**config.mk**
```make
export PLATFORM = sky130hd
export DESIGN_NAME = player_anim_engine_flat
export DESIGN_NICKNAME = d
export VERILOG_FILES = /design/src/rtl/player_anim_pkg.sv /design/src/rtl/player_anim_if.sv /design/src/rtl/player_rr_arbiter.sv /design/src/rtl/player_anim_engine.sv /design/src/flat_wrapper.sv
export SDC_FILE = /design/constraint.sdc
export NUM_CORES = 1
export LEC_CHECK = 0
export CORE_MARGIN = 1
export CORE_UTILIZATION = 59
export CTS_BUF_LIST = sky130_fd_sc_hd__clkbuf_16
export DETAILED_ROUTE_END_ITERATION = 16
export GPL_ROUTABILITY_DRIVEN = 1
export PLACE_DENSITY_LB_ADDON = 0.05
export SYNTH_ARGS = -nofsm -noshare
export SYNTH_HDL_FRONTEND = slang
export SYNTH_HIERARCHICAL = 1
export SYNTH_SLANG_ARGS = --single-unit
export TNS_END_PERCENT = 10
```
**constraint.sdc**
```tcl
create_clock -name clk -period 17.17 [get_ports clk]
set_clock_uncertainty 0.1 [all_clocks]
set_input_delay 3.434 -clock clk [delete_from_list [all_inputs] [get_ports clk]]
set_output_delay 3.434 -clock clk [all_outputs]
set_load 0.05 [all_outputs]
```
**src/rtl/player_anim_pkg.sv**
```systemverilog
// player_anim_pkg -- shared types and constants for the player animation engine.
//
// Contents:
//   coord_t          10-bit screen coordinate
//   state_t, S_*     animation FSM state encoding (IDLE, MOVING, JUMPING, FLAG_SLIDING)
//   DEF_*            default pixel/frame constants used as parameter defaults
//   clamp_x()        limit a requested target to the flag column
package player_anim_pkg;

   typedef logic [9:0] coord_t;
   typedef logic [1:0] state_t;

   localparam state_t S_IDLE         = 2'd0;
   localparam state_t S_MOVING       = 2'd1;
   localparam state_t S_JUMPING      = 2'd2;
   localparam state_t S_FLAG_SLIDING = 2'd3;

   localparam int DEF_START_X      = 20;
   localparam int DEF_FLAG_X       = 620;
   localparam int DEF_BASE_Y       = 124;
   localparam int DEF_FLAG_TOP_Y   = 90;
   localparam int DEF_MOVE_FRAMES  = 24;
   localparam int DEF_JUMP_FRAMES  = 16;
   localparam int DEF_JUMP_H       = 30;
   localparam int DEF_SLIDE_FRAMES = 20;

   // Targets past the flag are pulled back onto the flag column.
   function automatic coord_t clamp_x(input coord_t x, input coord_t limit);
      return (x > limit) ? limit : x;
   endfunction

endpackage

```
**src/rtl/player_anim_if.sv**
```systemverilog
// player_anim_if -- request/position bundle between a game controller and the engine.
//
// Signals (NUM_PLAYERS channels, 10-bit slices at [10*i+9:10*i]):
//   frame_tick  one-cycle pulse per video frame
//   req_valid   per-player move request level (rising edge = request)
//   req_x       per-player target x
//   pos_x/pos_y per-player sprite coordinates
//   turn_done   per-player end-of-animation pulse
//   busy        engine animating
//   active_id   index of the animating (or last animated) player
// Modports: master = controller side, slave = engine side.
interface player_anim_if
   import player_anim_pkg::*;
#(
   parameter int NUM_PLAYERS = 2
);
   logic                      frame_tick;
   logic [NUM_PLAYERS-1:0]    req_valid;
   logic [NUM_PLAYERS*10-1:0] req_x;
   logic [NUM_PLAYERS*10-1:0] pos_x;
   logic [NUM_PLAYERS*10-1:0] pos_y;
   logic [NUM_PLAYERS-1:0]    turn_done;
   logic                      busy;
   logic [2:0]                active_id;

   modport master (
      output frame_tick, req_valid, req_x,
      input  pos_x, pos_y, turn_done, busy, active_id
   );

   modport slave (
      input  frame_tick, req_valid, req_x,
      output pos_x, pos_y, turn_done, busy, active_id
   );
endinterface

```
**src/rtl/player_rr_arbiter.sv**
```systemverilog
// player_rr_arbiter -- round-robin pick of the next pending player.
//
// Ports:
//   pending     per-player pending request bits
//   last_grant  index of the previously served player
//   grant_idx   chosen player (valid only when grant_valid)
//   grant_valid any player pending
// Search order starts at last_grant+1 and wraps around.
module player_rr_arbiter
   import player_anim_pkg::*;
#(
   parameter int NUM_PLAYERS = 2
) (
   input  logic [NUM_PLAYERS-1:0] pending,
   input  logic [2:0]             last_grant,
   output logic [2:0]             grant_idx,
   output logic                   grant_valid
);

   // Two passes, each descending so the lowest matching index is the final
   // write: first the wrapped-around range (<= last_grant), then the range
   // above last_grant, which overrides because it comes earlier in the
   // rotation.
   always_comb begin
      grant_idx   = '0;
      grant_valid = 1'b0;
      for (int i = NUM_PLAYERS - 1; i >= 0; i--) begin
         if (pending[i] && (i <= int'(last_grant))) begin
            grant_idx   = 3'(i);
            grant_valid = 1'b1;
         end
      end
      for (int i = NUM_PLAYERS - 1; i >= 0; i--) begin
         if (pending[i] && (i > int'(last_grant))) begin
            grant_idx   = 3'(i);
            grant_valid = 1'b1;
         end
      end
   end

endmodule

```
**src/rtl/player_anim_engine.sv**
```systemverilog
// player_anim_engine -- serialises per-player move requests into a
// move / jump / (optional) flag-slide sprite animation, one player at a time.
//
// Ports:
//   clk  clock
//   rst  asynchronous active-high reset
//   bus  player_anim_if.slave: frame_tick, req_valid, req_x in;
//        pos_x, pos_y, turn_done, busy, active_id out
//
// Build option: define PLAYER_ANIM_FLAG_SLIDE_EN to add the flag slide after a
// jump that lands on FLAG_X; without it every jump returns straight to IDLE.
module player_anim_engine
   import player_anim_pkg::*;
#(
   parameter int NUM_PLAYERS  = 2,
   parameter int MOVE_FRAMES  = DEF_MOVE_FRAMES,
   parameter int JUMP_FRAMES  = DEF_JUMP_FRAMES,
   parameter int JUMP_H       = DEF_JUMP_H,
   parameter int START_X      = DEF_START_X,
   parameter int FLAG_X       = DEF_FLAG_X,
   parameter int BASE_Y       = DEF_BASE_Y,
   parameter int FLAG_TOP_Y   = DEF_FLAG_TOP_Y,
   parameter int SLIDE_FRAMES = DEF_SLIDE_FRAMES
) (
   input  logic         clk,
   input  logic         rst,
   player_anim_if.slave bus
);

   logic [NUM_PLAYERS-1:0] req_valid_q, req_valid_d, rise;
   logic [NUM_PLAYERS-1:0] pending_q, pending_d;
   logic [NUM_PLAYERS-1:0] done_q, done_d;
   logic [NUM_PLAYERS-1:0] active_oh;
   coord_t                 target_q [NUM_PLAYERS];
   coord_t                 target_d [NUM_PLAYERS];
   coord_t                 x_q [NUM_PLAYERS];
   coord_t                 x_d [NUM_PLAYERS];
   state_t                 state_q, state_d;
   logic [15:0]            cnt_q, cnt_d;
   logic [2:0]             active_q, active_d;
   coord_t                 start_x_q, start_x_d;
   coord_t                 goal_q, goal_d;
   logic [2:0]             grant_idx;
   logic                   grant_valid;
   coord_t                 active_x, act_x, act_y;
   logic signed [10:0]     move_delta;
   int                     cnt_i, move_step, jump_m, jump_y, slide_y;
   logic [NUM_PLAYERS*10-1:0] pos_x_o, pos_y_o;

   player_rr_arbiter #(.NUM_PLAYERS(NUM_PLAYERS)) u_arb (
      .pending     (pending_q),
      .last_grant  (active_q),
      .grant_idx   (grant_idx),
      .grant_valid (grant_valid)
   );

   // One-hot of the active player plus its stored x; avoids indexing the
   // arrays with a 3-bit id wider than the player count needs.
   always_comb begin
      active_oh = '0;
      active_x  = x_q[0];
      for (int i = 0; i < NUM_PLAYERS; i++) begin
         if (active_q == 3'(i)) begin
            active_oh[i] = 1'b1;
            active_x     = x_q[i];
         end
      end
   end

   // Request capture, grant and the animation FSM.
   always_comb begin
      req_valid_d = bus.req_valid;
      rise        = bus.req_valid & ~req_valid_q;
      pending_d   = pending_q;
      target_d    = target_q;
      x_d         = x_q;
      state_d     = state_q;
      cnt_d       = cnt_q;
      active_d    = active_q;
      start_x_d   = start_x_q;
      goal_d      = goal_q;
      done_d      = '0;

      case (state_q)
         S_IDLE: begin
            if (grant_valid) begin
               state_d  = S_MOVING;
               cnt_d    = '0;
               active_d = grant_idx;
               for (int i = 0; i < NUM_PLAYERS; i++) begin
                  if (grant_idx == 3'(i)) begin
                     pending_d[i] = 1'b0;
                     start_x_d    = x_q[i];
                     goal_d       = target_q[i];
                  end
               end
            end
         end
         S_MOVING: begin
            if (bus.frame_tick) begin
               if (cnt_q == 16'(MOVE_FRAMES - 1)) begin
                  state_d = S_JUMPING;
                  cnt_d   = '0;
                  for (int i = 0; i < NUM_PLAYERS; i++) begin
                     if (active_oh[i]) x_d[i] = goal_q;
                  end
               end else begin
                  cnt_d = cnt_q + 16'd1;
               end
            end
         end
         S_JUMPING: begin
            if (bus.frame_tick) begin
               if (cnt_q == 16'(JUMP_FRAMES - 1)) begin
                  cnt_d = '0;
`ifdef PLAYER_ANIM_FLAG_SLIDE_EN
                  if (goal_q == 10'(FLAG_X)) begin
                     state_d = S_FLAG_SLIDING;
                  end else begin
                     state_d = S_IDLE;
                     done_d  = active_oh;
                  end
`else
                  state_d = S_IDLE;
                  done_d  = active_oh;
`endif
               end else begin
                  cnt_d = cnt_q + 16'd1;
               end
            end
         end
`ifdef PLAYER_ANIM_FLAG_SLIDE_EN
         S_FLAG_SLIDING: begin
            if (bus.frame_tick) begin
               if (cnt_q == 16'(SLIDE_FRAMES - 1)) begin
                  state_d = S_IDLE;
                  cnt_d   = '0;
                  done_d  = active_oh;
               end else begin
                  cnt_d = cnt_q + 16'd1;
               end
            end
         end
`endif
         default: begin
            state_d = S_IDLE;
            cnt_d   = '0;
         end
      endcase

      // Applied after the grant so a fresh edge on the player being granted
      // re-arms its pending bit instead of being lost.
      for (int i = 0; i < NUM_PLAYERS; i++) begin
         if (rise[i]) begin
            pending_d[i] = 1'b1;
            target_d[i]  = clamp_x(bus.req_x[10*i +: 10], 10'(FLAG_X));
         end
      end
   end

   // Sprite position of the active player; the delta is signed so moves to
   // the left interpolate downward and divide with truncation toward zero.
   always_comb begin
      cnt_i      = int'(cnt_q);
      move_delta = $signed({1'b0, goal_q}) - $signed({1'b0, start_x_q});
      move_step  = (int'(move_delta) * cnt_i) / MOVE_FRAMES;
      jump_m     = (cnt_i < (JUMP_FRAMES - cnt_i)) ? cnt_i : (JUMP_FRAMES - cnt_i);
      jump_y     = BASE_Y - (2 * JUMP_H * jump_m) / JUMP_FRAMES;
      slide_y    = FLAG_TOP_Y + ((BASE_Y - FLAG_TOP_Y) * cnt_i) / SLIDE_FRAMES;
      act_x      = active_x;
      act_y      = 10'(BASE_Y);
      case (state_q)
         S_MOVING:       act_x = 10'(int'(start_x_q) + move_step);
         S_JUMPING:      act_y = 10'(jump_y);
         S_FLAG_SLIDING: act_y = 10'(slide_y);
         default:        act_y = 10'(BASE_Y);
      endcase
      for (int i = 0; i < NUM_PLAYERS; i++) begin
         if ((state_q != S_IDLE) && active_oh[i]) begin
            pos_x_o[10*i +: 10] = act_x;
            pos_y_o[10*i +: 10] = act_y;
         end else begin
            pos_x_o[10*i +: 10] = x_q[i];
            pos_y_o[10*i +: 10] = 10'(BASE_Y);
         end
      end
   end

   assign bus.pos_x     = pos_x_o;
   assign bus.pos_y     = pos_y_o;
   assign bus.turn_done = done_q;
   assign bus.busy      = (state_q != S_IDLE);
   assign bus.active_id = active_q;

   // State registers; reset parks every sprite at the start column and makes
   // player 0 the first round-robin winner.
   always_ff @(posedge clk or posedge rst) begin
      if (rst) begin
         req_valid_q <= '0;
         pending_q   <= '0;
         done_q      <= '0;
         state_q     <= S_IDLE;
         cnt_q       <= '0;
         active_q    <= 3'(NUM_PLAYERS - 1);
         start_x_q   <= 10'(START_X);
         goal_q      <= 10'(START_X);
         for (int i = 0; i < NUM_PLAYERS; i++) begin
            target_q[i] <= 10'(START_X);
            x_q[i]      <= 10'(START_X);
         end
      end else begin
         req_valid_q <= req_valid_d;
         pending_q   <= pending_d;
         done_q      <= done_d;
         state_q     <= state_d;
         cnt_q       <= cnt_d;
         active_q    <= active_d;
         start_x_q   <= start_x_d;
         goal_q      <= goal_d;
         target_q    <= target_d;
         x_q         <= x_d;
      end
   end

endmodule

```
**src/flat_wrapper.sv**
```systemverilog
// flat-port wrapper written by rule: the top's interface ports become plain ports
module player_anim_engine_flat import player_anim_pkg::*;
#(
   parameter int NUM_PLAYERS  = 2,
   parameter int MOVE_FRAMES  = DEF_MOVE_FRAMES,
   parameter int JUMP_FRAMES  = DEF_JUMP_FRAMES,
   parameter int JUMP_H       = DEF_JUMP_H,
   parameter int START_X      = DEF_START_X,
   parameter int FLAG_X       = DEF_FLAG_X,
   parameter int BASE_Y       = DEF_BASE_Y,
   parameter int FLAG_TOP_Y   = DEF_FLAG_TOP_Y,
   parameter int SLIDE_FRAMES = DEF_SLIDE_FRAMES
)
  (clk, rst, bus_frame_tick, bus_req_valid, bus_req_x, bus_pos_x, bus_pos_y, bus_turn_done, bus_busy, bus_active_id);
  player_anim_if #(.NUM_PLAYERS(NUM_PLAYERS)) bus_i ();
  input  logic clk;
  input  logic rst;
  input wire logic [$bits(bus_i.frame_tick)-1:0] bus_frame_tick;
  input wire logic [$bits(bus_i.req_valid)-1:0] bus_req_valid;
  input wire logic [$bits(bus_i.req_x)-1:0] bus_req_x;
  output wire logic [$bits(bus_i.pos_x)-1:0] bus_pos_x;
  output wire logic [$bits(bus_i.pos_y)-1:0] bus_pos_y;
  output wire logic [$bits(bus_i.turn_done)-1:0] bus_turn_done;
  output wire logic [$bits(bus_i.busy)-1:0] bus_busy;
  output wire logic [$bits(bus_i.active_id)-1:0] bus_active_id;
  assign bus_i.frame_tick = bus_frame_tick;
  assign bus_i.req_valid = bus_req_valid;
  assign bus_i.req_x = bus_req_x;
  assign bus_pos_x = bus_i.pos_x;
  assign bus_pos_y = bus_i.pos_y;
  assign bus_turn_done = bus_i.turn_done;
  assign bus_busy = bus_i.busy;
  assign bus_active_id = bus_i.active_id;
  player_anim_engine #(.NUM_PLAYERS(NUM_PLAYERS), .MOVE_FRAMES(MOVE_FRAMES), .JUMP_FRAMES(JUMP_FRAMES), .JUMP_H(JUMP_H), .START_X(START_X), .FLAG_X(FLAG_X), .BASE_Y(BASE_Y), .FLAG_TOP_Y(FLAG_TOP_Y), .SLIDE_FRAMES(SLIDE_FRAMES)) u_core (.clk(clk), .rst(rst), .bus(bus_i));
endmodule
```
==> metrics.txt, run 1 <==
num ports 71; Post-Synthesis Cells ~2700; grt ovf 0; first-pass GRT wire length ~110 mm; final WL roughly 66 mm; H-tree Lvls 3; Worst-path clk slew approximately 0.070 ns; endpoint class of the critical path output pin; busiest grt layer met2; dpl hpwl between 50 and 60 mm; fmax approximately 0.052 GHz; RSZ-0062 raised after global routing yes; final net count roughly 3500; Final Hold Vio Count 0; Area Overhead vs Synth 28.21%; worst skew pair latency approximately 0.36 ns; CP Launch Type flop; # DRC 0; most common cell after layout, fill and taps aside buf_4; Die X approximately 190 um; outcome complete, but fails checks; setup slack after layout -2.222 ns; Post-Layout Inst Area around 27000 um^2; layout cells sized above 1 around a quarter; largest net degree at the start of global routing between 60 and 70; TritonCTS clock tree yes; Avg Vias per Cell just over 6; top cell type by total area after synthesis fa_1; Placeable Area around 35000 um^2; buffers added on ports 70; initial DRC count a little under 2000; Tcrit/Tclk final 112.9%; initial antenna violation count 0; GR Layer Usage met1 48.56%; antenna cells 0; post-synthesis adder-cell area fraction between 20% and 30%; Sink Count 87; post-route setup TNS -30.79 ns; Slew HR approximately an eighth; commonest non-fill, non-tap cells in the layout 445 x buf_4, 306 x nand2_1, 300 x inv_1; crit-path most repeated cell a21o_1; Final ANT Viol Nets 0; largest family of logic cells by synthesized area adder cells; Die Ht 189.4 um; Cell Rows 68; Async S/R FF share, synth between 90% and 100%; Worst Path Required approximately 14 ns; Worst-Margin Slew roughly 1.3 ns; post-synthesis sequential area ratio a little over a tenth; Yosys Warn Count 6; area share of the largest cell type after synthesis between 10% and 20%; initial core utilization 60.01%; clock root buffer clkbuf_16; Max Cap Viol 0; dpl cell area 25010 um^2; vias in the first global route 21606; post-synthesis xor/xnor area fraction about 5.7%; Final setup viols 20; main area contributors after synthesis fa_1 15%, ha_1 11%, dfrtp_1 8.9%, nand2_1 5.6%, inv_1 5.6%; post-synth cell types between 100 and 150; Crit Path Class reg -> out; DR vias approximately 22000; Final Max Tran Viols 0; # fillers between 2000 and 2500; type of the most critical hold path reg -> reg; CP peak stage delay between 0.5 and 0.6 ns; Slowest cell on crit path or4_4; Avg Cell Area, Syn between 7 and 8 um^2; Main synth FF type dfrtp_1; GRT met2 Usage 61.00%; Final min period between 15 and 20 ns; compound-cell area share of the yosys netlist between 20% and 30%; drt wl/cell about 18 um; total track usage a little over a third; mux cell area share after synthesis 3.767%; Synth Register Bits between 80 and 90; die area around 36000 um^2; violated checks setup timing; CTS Hold Bufs 0; Simple-Gate Fraction of Synth Area between 20% and 30%; gpl congestion between 0.9 and 1; CP Max Fanout 10; mapped cell area about 21000 um^2; number of enable flip-flop cells after synthesis 0; Max clock buf depth 2; CTS Buf Count 9; met3 Resource Use GR under 10%; Arrival @ worst endpoint approximately 16 ns; Pre-antenna DRT Iters 6
-- cell usage after synthesis (14+ instances only) --
library cell,count
buf_2,14
nand2_1,312
nand3_1,53
a22oi_1,15
or2_2,23
o21ai_1,18
mux2_2,35
nor2_1,208
o21a_1,14
a22o_1,16
o31ai_1,24
nand4_1,21
buf_4,15
fa_1,158
nor4_1,16
nor3_1,55
ha_1,184
xnor2_1,90
inv_1,308
xor2_1,41
clkbuf_1,94
nand2b_1,21
a211oi_1,24
o211ai_1,34
or3_1,18
nor2b_1,25
o21ai_0,101
dfrtp_1,74
a31oi_1,28
o21bai_1,27
and3_1,23
a21oi_1,161
and2_1,90
a21o_1,34
a211o_1,15
mux2i_1,33
-- through the flow --
step                      hold WS (ns)  util [%]  cells  worst slack, ns
after CTS                       0.3803     75.52   3554           -1.929
after floorplan                 0.3380         -   2694           -1.025
after detailed placement        0.3654     72.39   3509           -2.011
after global placement          0.3556     72.39   3509           -1.530
final                           0.3815     76.93   3571           -2.222
after global routing            0.3952     76.93   3571           -2.780
-- per-layer routing --
layer,part of all wire [%],vias to the layer above
met1,43,10580
li1,-,10231
met2,48,951
met5,0,-
met4,2.4,0
met3,7.1,158
-- logic make-up (layout without fill, tap and decap cells) --
group | after synthesis | count (layout)
other | 1 | 2
muxes | 73 | 73
AOI/OAI and AO/OA | 683 | 683
DFF | 87 | 87
xor gates and xnor gates | 132 | 134
buffers and inverters | 442 | 862
adders and majority gates | 344 | 344
and+or+nand+nor | 931 | 931
-- layout make-up --
type,count,area (um^2),share of cell area (%)
repair buffers,535,4487,16.88
flip-flops and latches,87,2193,8.253
inverters,311,1169,4.397
multi-input cells,2167,17850,67.18
well taps,455,569.3,2.142
clock buffers,9,225.2,0.8475
clock inverters,7,78.83,0.2966
-- path summary, 6_finish.rpt --
path	from	end	slack [ns]	cells past startpoint
max	u_core/goal_q[0]$_DFFE_PP0P_	bus_pos_x[9]	-2.22	71
min	u_core/target_q[7]$_DFFE_PP0P_	u_core/target_q[7]$_DFFE_PP0P_	0.38	2
max reg2reg	u_core/cnt_q[10]$_DFFE_PP0P_	u_core/x_q[8]$_DFFE_PP0P_	12.73	9
min reg2reg	u_core/target_q[7]$_DFFE_PP0P_	u_core/target_q[7]$_DFFE_PP0P_	0.38	2
max in group asynchronous	rst	u_core/cnt_q[10]$_DFFE_PP0P_	12.51	3
min in group asynchronous	rst	u_core/target_q[17]$_DFFE_PP0P_	3.26	2
-- critical path, delay by kind of cell (launching register included) --
kind                     cells  cell delay [ns]
AO/OA/AOI/OAI               30             5.63
XOR/XNOR                     6             0.93
adder cells (fa/ha/maj)     10             3.89
buffers and inverters       11             1.34
flip-flops                   1             0.40
multiplexers                 1             0.30
AND/OR/NAND/NOR             13             2.95
-- registers in the layout (all words and copies together) (netlist names) --
register              count
u_core/start_x_q         10
u_core/bus.turn_done      2
u_core/x_q               20
u_core/bus.active_id      3
u_core/state_q            2
u_core/target_q          20
u_core/cnt_q             16
u_core/pending_q          2
u_core/req_valid_q        2
u_core/goal_q            10
-- repair_timing --
action,in CTS,in global routing
setup endpoints to repair,20,24
resized for setup,105,65
buffers inserted,27,16
pin swaps,72,85
gates cloned,2,1
Power of run 1 is not shown: default switching activity piles up to over one toggle a cycle in this logic, so the estimate is an artifact.
==> run 2: changes to the inputs <==
- CORE_MARGIN: 1 -> 2
==> run 2 against run 1 <==
Against the previous run:
- the flow still finishes with violations (setup timing)
- utilization shrank 0.54 points
- routed wire length shrank 2.6%
- critical path depth increased by 3
- sequential share of layout area up 0.059 points
- final area fell by 0.71%
- global-route usage shrank 1.3 points
- maximum frequency shrank 0.36%
- first-iteration DRC count fell by 12%
- hold slack hardly changed
- final cell count fell by 0.22%
- register-to-register slack lost 0.10 ns
==> metrics.txt, run 2 (synthesis results as in run 1) <==
reg2reg path depth 9 (unchanged); # DRC 0 (unchanged); hold path endpoint u_core/target_q[7]$_DFFE_PP0P_; drt wl/cell 18.04 um (-2.4%); initial core utilization 60.01% (unchanged); H-tree Lvls 3 (unchanged); CP Max Fanout 8 (-2); type of the most critical hold path reg -> reg; clock root buffer clkbuf_16; violated checks setup timing; initial DRC count 1720 (-12%); Tcrit/Tclk final 113.3% (+0.41 points); Slew HR 14.28% (+2.2 points); antenna cells 0 (unchanged); TritonCTS clock tree yes; grt ovf 0 (unchanged); met3 WL 4.077 mm (-13%); CP peak stage delay 0.57 ns (-0.02 ns); Worst Path Required 13.64 ns (about the same); placed instance count 3503 (-0.17%); Max clock buf depth 2 (unchanged); met1 WL 28.26 mm (+0.21%); largest net degree at the start of global routing 88 (+31%); endpoint class of the critical path output pin; outcome complete, but fails checks; first-pass GRT wire length 104.5 mm (-1.9%); CTS Hold Bufs 0 (unchanged); Crit Path Class reg -> out; layout cells sized above 1 23.91% (-0.55 points); Top delay family on crit path compound AO/OA/AOI/OAI gates; gpl congestion 0.9576 (+0.83%); worst skew pair latency 0.37 ns (about the same); Final Hold Vio Count 0 (unchanged); dpl hpwl 49.80 mm (-1.5%); Final Max Tran Viols 0 (unchanged); Worst-path clk slew 0.07 ns (about the same); commonest non-fill, non-tap cells in the layout 444 x buf_4, 307 x nand2_1, 303 x inv_1; post-route setup TNS -32.25 ns (-1.461 ns); Hold Crit Start u_core/target_q[7]$_DFFE_PP0P_; Sink Count 87 (unchanged); hold path depth 2 (unchanged); register-to-register setup slack 12.63 ns (-0.10 ns); Arrival @ worst endpoint 15.93 ns (+0.07 ns); worst path buffer plus inverter count 15 (+4); Max Cap Viol 0 (unchanged); Avg Vias per Cell 6.095 (-0.70%); Final min period 19.46 ns (+0.06970 ns); Worst-Margin Slew 1.277 ns (-0.03212 ns); fin cells 3563 (-0.22%); fin util 76.39% (-0.54 points); most common cell after layout, fill and taps aside buf_4; Top Metal Used met4; vias in the first global route 21118 (-2.3%); final net count 3470 (-0.23%); Area Overhead vs Synth 27.30%; RSZ-0062 raised after global routing yes; total track usage 34.80% (-1.3 points); Slowest cell on crit path or4_4; Final ANT Viol Nets 0 (unchanged); setup slack after layout -2.292 ns (-0.06970 ns); worst reg2reg path endpoint u_core/x_q[16]$_DFFE_PP0P_; Placeable Area 34540 um^2 (unchanged); num ports 71 (unchanged); R2R Path Start u_core/cnt_q[10]$_DFFE_PP0P_; met2 routed WL 30.64 mm (-2.7%); fmax 0.05138 GHz (-0.36%); initial antenna violation count 0 (unchanged); Pre-antenna DRT Iters 5 (-1); CTS Buf Count 9 (unchanged); Largest regs u_core/target_q: 20 flops, u_core/x_q: 20 flops, u_core/cnt_q: 16 flops; buffers added on ports 70 (unchanged); final WL 64.28 mm (-2.6%); CP Launch Type flop; Cell Rows 68 (unchanged); Die X 191.4 um (+1.1%); DR vias 21718 (-0.92%); Die Ht 191.4 um (+1.1%); die area 36650 um^2 (+2.1%); Final setup viols 20 (unchanged)
==> run 2: area by class of cell <==
class / count / area [um^2]
clock buffers: 9 / 225.2
clock inverters: 7 / 83.83
fillers: 2541 / 8155
inverters: 311 / 1169
multi-input cells: 2168 / 17750
flip-flops and latches: 87 / 2193
well taps: 455 / 569.3
repair buffers: 526 / 4399
==> run 2: worst max-delay path by stage <==
stage / from / end / slack (ns) / cells after the start
2_1_floorplan: u_core/start_x_q[1]$_DFFE_PP0P_ / bus_pos_x[19] / -1.02 / 67
3_3_place_gp: u_core/start_x_q[2]$_DFFE_PP1P_ / bus_pos_x[9] / -1.74 / 68
3_5_place_dp: u_core/start_x_q[2]$_DFFE_PP1P_ / bus_pos_x[19] / -2.09 / 66
5_1_grt: u_core/goal_q[0]$_DFFE_PP0P_ / bus_pos_x[9] / -2.92 / 74
6_report: u_core/goal_q[0]$_DFFE_PP0P_ / bus_pos_x[19] / -2.29 / 74
4_1_cts: u_core/start_x_q[0]$_DFFE_PP0P_ / bus_pos_x[19] / -1.97 / 71
==> run 2: layer usage <==
metal	GRT usage (%)	vias to the layer above
met5	0	-
met4	8.107	0
met3	4.388	118
met2	58.68	829
met1	47.46	10539
li1	-	10232
==> run 2: repair_timing <==
action,in CTS,in global routing
cloned,3,1
pin swaps,27,68
buffers inserted,23,18
endpoints found under the setup margin,20,24
resized for setup,79,67
==> run 2: worst register-to-register path: stages, from the launching register on <==
cell and delay [ns]:
dfrtp_1 0.52, buf_4 0.27, or2_2 0.31, or4_1 0.44, nor3_1 0.32, nand2_1 0.09
or3_1 0.46, or4_1 0.55, nor2_1 0.94, mux2_2 0.43
==> run 2: per-stage QoR <==
stage / setup WS (ns) / area, um^2 / hold slack [ns]
after detailed placement: -2.087 / 24960 / 0.3693
final: -2.292 / 26390 / 0.3814
after global routing: -2.924 / 26390 / 0.4164
after global placement: -1.743 / 24960 / 0.3531
after floorplan: -1.025 / 20960 / 0.3380
after CTS: -1.974 / 25920 / 0.3844
Power of run 2 is left out for the same reason.
